### config.mk
export PLATFORM = sky130hd
export DESIGN_NAME = mips_multicycle_ctrl
export DESIGN_NICKNAME = d
export VERILOG_FILES = /design/src/rtl/mips_multicycle_ctrl.sv
export SDC_FILE = /design/constraint.sdc
export NUM_CORES = 1
export LEC_CHECK = 0
export BUFFER_PORTS_ARGS = -buffer_cell sky130_fd_sc_hd__buf_4
export CAP_MARGIN = 20
export CORE_UTILIZATION = 35
export DETAILED_ROUTE_END_ITERATION = 7
export SLEW_MARGIN = 20
export SYNTH_ARGS = -nofsm -noshare
export SYNTH_HDL_FRONTEND = slang
export SYNTH_SLANG_ARGS = --single-unit
### constraint.sdc
create_clock -name clk -period 3.15 [get_ports clk]
set_clock_uncertainty 0.05 [all_clocks]
set_input_delay 0.7875 -clock clk [delete_from_list [all_inputs] [get_ports clk]]
set_output_delay 0.7875 -clock clk [all_outputs]
set_load 0.05 [all_outputs]
### src/rtl/mips_multicycle_ctrl.sv
// -----------------------------------------------------------------------------
// mips_multicycle_ctrl
//
// Main control FSM of the multicycle MIPS datapath. Sequences the
// fetch / decode / execute / memory / writeback steps from the instruction
// opcode and drives every datapath mux select and write enable. The machine is
// Moore: each output is a pure function of the current state. The outputs are
// held in a register that is loaded with the decode of the state being entered,
// so they always equal the decode of State while staying glitch-free.
//
// Ports:
//   clk       in   1  rising-edge clock
//   reset     in   1  synchronous, active-high; forces state to FETCH
//   Op        in   6  opcode from the instruction register (used in DECODE/MEMADR)
//   PCWrite   out  1  unconditional PC update strobe
//   Branch    out  1  conditional PC update, qualified externally by Zero
//   IorD      out  1  memory address select (0 = PC, 1 = ALUOut)
//   MemWrite  out  1  memory write enable
//   IRWrite   out  1  instruction register load enable
//   RegDst    out  1  write register select (0 = rt, 1 = rd)
//   MemtoReg  out  1  writeback data select (0 = ALUOut, 1 = Data)
//   RegWrite  out  1  register file write enable
//   ALUSrcA   out  1  ALU A select (0 = PC, 1 = A)
//   ALUSrcB   out  2  ALU B select (00 B, 01 4, 10 SignImm, 11 SignImm<<2)
//   ALUOp     out  2  00 add, 01 subtract, 10 funct-decoded
//   PCSrc     out  2  next-PC select (00 ALUResult, 01 ALUOut, 10 jump target)
//   State     out  4  current state encoding
// -----------------------------------------------------------------------------
module mips_multicycle_ctrl #(
  parameter logic [5:0] OP_RTYPE = 6'b000000,
  parameter logic [5:0] OP_LW    = 6'b100011,
  parameter logic [5:0] OP_SW    = 6'b101011,
  parameter logic [5:0] OP_BEQ   = 6'b000100,
  parameter logic [5:0] OP_ADDI  = 6'b001000,
  parameter logic [5:0] OP_J     = 6'b000010
) (
  input  logic       clk,
  input  logic       reset,
  input  logic [5:0] Op,
  output logic       PCWrite,
  output logic       Branch,
  output logic       IorD,
  output logic       MemWrite,
  output logic       IRWrite,
  output logic       RegDst,
  output logic       MemtoReg,
  output logic       RegWrite,
  output logic       ALUSrcA,
  output logic [1:0] ALUSrcB,
  output logic [1:0] ALUOp,
  output logic [1:0] PCSrc,
  output logic [3:0] State
);

  typedef enum logic [3:0] {
    S_FETCH    = 4'd0,
    S_DECODE   = 4'd1,
    S_MEMADR   = 4'd2,
    S_MEMRD    = 4'd3,
    S_MEMWB    = 4'd4,
    S_MEMWR    = 4'd5,
    S_EXECUTE  = 4'd6,
    S_ALUWB    = 4'd7,
    S_BRANCH   = 4'd8,
    S_ADDIEXEC = 4'd9,
    S_ADDIWB   = 4'd10,
    S_JUMP     = 4'd11
  } state_t;

  typedef struct packed {
    logic       pc_write;
    logic       branch;
    logic       iord;
    logic       mem_write;
    logic       ir_write;
    logic       reg_dst;
    logic       mem_to_reg;
    logic       reg_write;
    logic       alu_src_a;
    logic [1:0] alu_src_b;
    logic [1:0] alu_op;
    logic [1:0] pc_src;
  } ctrl_t;

  state_t state_r;
  state_t next_state_s;
  ctrl_t  ctrl_r;

  // Moore output decode; anything not named for a state stays 0, including
  // the unused encodings 12-15.
  function automatic ctrl_t decode_ctrl(input state_t s);
    ctrl_t c;
    c = '0;
    case (s)
      S_FETCH: begin
        c.alu_src_b = 2'b01;
        c.ir_write  = 1'b1;
        c.pc_write  = 1'b1;
      end
      S_DECODE: begin
        c.alu_src_b = 2'b11;
      end
      S_MEMADR, S_ADDIEXEC: begin
        c.alu_src_a = 1'b1;
        c.alu_src_b = 2'b10;
      end
      S_MEMRD: begin
        c.iord = 1'b1;
      end
      S_MEMWB: begin
        c.mem_to_reg = 1'b1;
        c.reg_write  = 1'b1;
      end
      S_MEMWR: begin
        c.iord      = 1'b1;
        c.mem_write = 1'b1;
      end
      S_EXECUTE: begin
        c.alu_src_a = 1'b1;
        c.alu_op    = 2'b10;
      end
      S_ALUWB: begin
        c.reg_dst   = 1'b1;
        c.reg_write = 1'b1;
      end
      S_BRANCH: begin
        c.alu_src_a = 1'b1;
        c.alu_op    = 2'b01;
        c.pc_src    = 2'b01;
        c.branch    = 1'b1;
      end
      S_ADDIWB: begin
        c.reg_write = 1'b1;
      end
      S_JUMP: begin
        c.pc_src   = 2'b10;
        c.pc_write = 1'b1;
      end
      default: begin
        c = '0;
      end
    endcase
    return c;
  endfunction

  // Next-state logic; Op only matters in DECODE and MEMADR.
  always_comb begin
    next_state_s = S_FETCH;
    case (state_r)
      S_FETCH: begin
        next_state_s = S_DECODE;
      end
      S_DECODE: begin
        if ((Op == OP_LW) || (Op == OP_SW)) begin
          next_state_s = S_MEMADR;
        end else if (Op == OP_RTYPE) begin
          next_state_s = S_EXECUTE;
        end else if (Op == OP_BEQ) begin
          next_state_s = S_BRANCH;
        end else if (Op == OP_ADDI) begin
          next_state_s = S_ADDIEXEC;
        end else if (Op == OP_J) begin
          next_state_s = S_JUMP;
        end else begin
          // Unsupported opcode: two-cycle no-op.
          next_state_s = S_FETCH;
        end
      end
      S_MEMADR: begin
        if (Op == OP_LW) begin
          next_state_s = S_MEMRD;
        end else if (Op == OP_SW) begin
          next_state_s = S_MEMWR;
        end else begin
          // Opcode no longer a memory op: abandon rather than guess.
          next_state_s = S_FETCH;
        end
      end
      S_MEMRD: begin
        next_state_s = S_MEMWB;
      end
      S_EXECUTE: begin
        next_state_s = S_ALUWB;
      end
      S_ADDIEXEC: begin
        next_state_s = S_ADDIWB;
      end
      S_MEMWB, S_MEMWR, S_ALUWB, S_BRANCH, S_ADDIWB, S_JUMP: begin
        next_state_s = S_FETCH;
      end
      default: begin
        next_state_s = S_FETCH;
      end
    endcase
  end

  // State register plus output register loaded with the decode of the
  // state being entered, so outputs track State exactly.
  always_ff @(posedge clk) begin
    if (reset) begin
      state_r <= S_FETCH;
      ctrl_r  <= decode_ctrl(S_FETCH);
    end else begin
      state_r <= next_state_s;
      ctrl_r  <= decode_ctrl(next_state_s);
    end
  end

  assign State    = state_r;
  assign PCWrite  = ctrl_r.pc_write;
  assign Branch   = ctrl_r.branch;
  assign IorD     = ctrl_r.iord;
  assign MemWrite = ctrl_r.mem_write;
  assign IRWrite  = ctrl_r.ir_write;
  assign RegDst   = ctrl_r.reg_dst;
  assign MemtoReg = ctrl_r.mem_to_reg;
  assign RegWrite = ctrl_r.reg_write;
  assign ALUSrcA  = ctrl_r.alu_src_a;
  assign ALUSrcB  = ctrl_r.alu_src_b;
  assign ALUOp    = ctrl_r.alu_op;
  assign PCSrc    = ctrl_r.pc_src;

endmodule
==> run_results.csv <==
group,metric,value,unit
synth,synth_area,778,sq um
critical_path,slowest_stage,"or4_4",
critical_path,rr_worst_depth,5,
critical_path,crit_path_max_fanout,6,
synth,yosysWarnings,0,
floorplan,rows,16,
synth,yosysTopAreaCellShare,43.7,%
sta,totalNegativeSetupSlack,0,ns
synth,ys_async_sr_fraction,0,%
route,highest_layer,"met4",
route,drt_drc_violations_left,0,
clock_network,cts_max_level,1,
cells_and_area,nets,116,
route,routed_wl,1580,microns
power,p_leak,0.402,nW
route,wl_met1,702,microns
synth,synth.area.top_cells,"dfxtp_1 44%, nand3_1 3.9%, buf_4 3.9%",
sta,min_period,2.47,ns
sta,slew_violations,0,
critical_path,critical-path-max-stage-delay,0.53,ns
hold_path,hold_path_class,"reg -> reg",
cells_and_area,drive_above_1_share,36.4,%
sta,max_slew_margin,60.8,%
power,p_per_area,411,nW/um^2
clock_network,path_clk_slew,0.08,ns
critical_path,r2r_slack,0.98,ns
clock_network,clock_latency,0.28,ns
clock_network,cts_tree,"done",
clock_network,numCtsBuffers,3,
synth,syn_area_per_cell,9.26,sq um
critical_path,cp-end-kind,"flip-flop",
critical_path,startpoint_type,"input pin",
status,run_status,"finished, final reports clean",
floorplan,io_pins,27,
cells_and_area,diodes,0,
critical_path,r2r-end,"RegDst$_SDFF_PP0_",
cells_and_area,final_cells,134,
critical_path,cp.required,3.32,ns
critical_path,cp_cell_sequence,"buf_4, or4_4, or4b_4, and3_4, or3_4, nor2b_2",
sta,hold_violations,0,
clock_network,cts-root-buf,"clkbuf_4",
route,wl_met2,758,microns
critical_path,cp_top_family,"simple AND/OR/NAND/NOR gates",
clock_network,post-cts-setup-buffer-count,0,
placement,dp_hpwl,1220,microns
route,ant_nets,0,
sta,grt_setup_unrepaired,"false",
placement,numPortBuffers,26,
route,drt-vias-per-instance,5.18,
power,vdd_ir_drop_max,0.000162,V
route,wire_per_inst,11.8,microns
floorplan,coreArea,2020,sq um
job,max_cap_violations,0,
route,first_pass_iters,4,
synth,yosys.area.top_type,"dfxtp_1",
grt,grt_pass1_wl,2550,microns
placement,dpl.cell_count,130,
grt,grt_pass1_vias,605,
grt,grtUsageTotal,13.5,%
cells_and_area,multi_input_area,377,sq um
synth,ys_ff_latch,17,
critical_path,worst-path-stages,6,
grt,grt_max_degree,14,
floorplan,die_y,49.2,microns
route,num_vias,694,
floorplan,fp.dieW,49.2,microns
sta,period_share,78.4,%
critical_path,crit_path_start,"Op[2]",
grt,antenna_found_initial,0,
synth,seq_area_frac_synth,43.7,%
synth,syn_nets,92,
clock_network,post_cts_resized,0,
cells_and_area,area_growth_syn_to_layout,26.4,%
route,drt-initial-drc-count,23,
grt,overflow,0,
critical_path,worstSetupPathType,"in -> reg",
clock_network,cts_buffer_depth,2,
sta,fmax,405,MHz
cells_and_area,nFillCells,206,
synth,netlist-cell-type-count,37,
synth,syn_inst,84,
sta,worst_slew_pin_slew,0.582,ns
clock_network,cts_hold_buf,0,
clock_network,cts_sinks,17,
critical_path,cp.arrival,2.64,ns
synth,ys.flop_type,"dfxtp_1",
critical_path,rr_startpoint,"State[0]$_SDFF_PP0_",
floorplan,start_util,38.5,%
placement,gp_congestion,0.868,
cells_and_area,ff_latch_area,340,sq um
sta,setup_violations,0,
critical_path,crit_buf_inv,1,
floorplan,die_area,2420,sq um
route,dr_wl_met3,89,microns
critical_path,endpoint,"RegDst$_SDFF_PP0_",
synth,synth_edf_count,0,
## power by group
group	internal (W)	total, W	switching (W)	leakage, nW
Sequential	0.000221	0.000225	0.00000463	0.138
Clock	0.0000491	0.000109	0.0000602	0.0150
Combinational	0.0000251	0.0000697	0.0000446	0.249
Total	0.000295	0.000404	0.000109	0.402
## cell type report
class                   count  share of cell area, %
multi-input cells          57                   38.3
flip-flops and latches     17                   34.6
repair buffers             26                   19.8
well taps                  27                   3.44
clock buffers               4                   2.67
inverters                   3                   1.15
## flip-flops by register name, summed over array words and instances (netlist names)
signal    count
ALUOp         1
RegWrite      1
ALUSrcB       2
PCSrc         1
MemtoReg      1
RegDst        1
IorD          1
Branch        1
State         4
IRWrite       1
ALUSrcA       1
MemWrite      1
PCWrite       1
## cell usage after synthesis (2+ instances only)
cell type,n
nor3b_1,2
inv_1,3
a31oi_1,2
dfxtp_1,17
nor3_1,3
buf_4,4
nand4_1,2
xnor2_1,2
o21ai_0,4
or3_1,2
nand2b_1,2
a21oi_1,2
nor2_1,8
nand2_1,3
nand3_1,6
## metal layers
metal	GRT usage (%)	up-vias
li1	-	347
met5	0	-
met1	16.2	311
met4	5.88	0
met2	23.3	32
met3	2.18	4
## per-stage QoR
stage               total power, W  utilization, %  worst slack [ns]  instance area (sq um)  hold WS, ns
CTS                       0.000405            48.6             0.684                    983        0.601
floorplan                 0.000277               -             0.480                    778        0.753
global route              0.000423            48.6             0.662                    983        0.646
detailed placement        0.000300            47.3             0.392                    957        0.588
global placement          0.000300            47.3             0.417                    957        0.582
finish                    0.000404            48.6             0.682                    983        0.595
## placed cells by master (no fill, tap or decap), types with 2 or more instances in the layout
cell type,n
buf_4,26
dfxtp_1,17
nor2_1,8
nand3_1,6
o21ai_0,4
inv_1,3
nand2_1,3
nor3_1,3
clkbuf_4,3
xnor2_1,2
or3_1,2
nor3b_1,2
nand4_1,2
a21oi_1,2
nand2b_1,2
a31oi_1,2
## cells by family after synthesis
logic type	synth area share [%]
xor+xnor	2.25
flops	43.7
compound gates	12.9
buf+inv	7.88
simple gates	33.3
## how the worst min path moves through the flow
stage,startpoint,end,cells after the start
finish,State[0]$_SDFF_PP0_,IorD$_SDFF_PP0_,2
global route,State[0]$_SDFF_PP0_,IorD$_SDFF_PP0_,2
CTS,State[0]$_SDFF_PP0_,IorD$_SDFF_PP0_,2
detailed placement,State[3]$_SDFF_PP0_,RegWrite$_SDFF_PP0_,2
global placement,State[0]$_SDFF_PP0_,IorD$_SDFF_PP0_,2
floorplan,State[1]$_SDFF_PP0_,IorD$_SDFF_PP0_,2
## worst register-to-register path: cells and delay by family (launching register included)
kind          cells  cell delay, ns
flops             1            0.50
simple gates      5            1.56
Note: power is estimated with default switching activity, not from simulation.
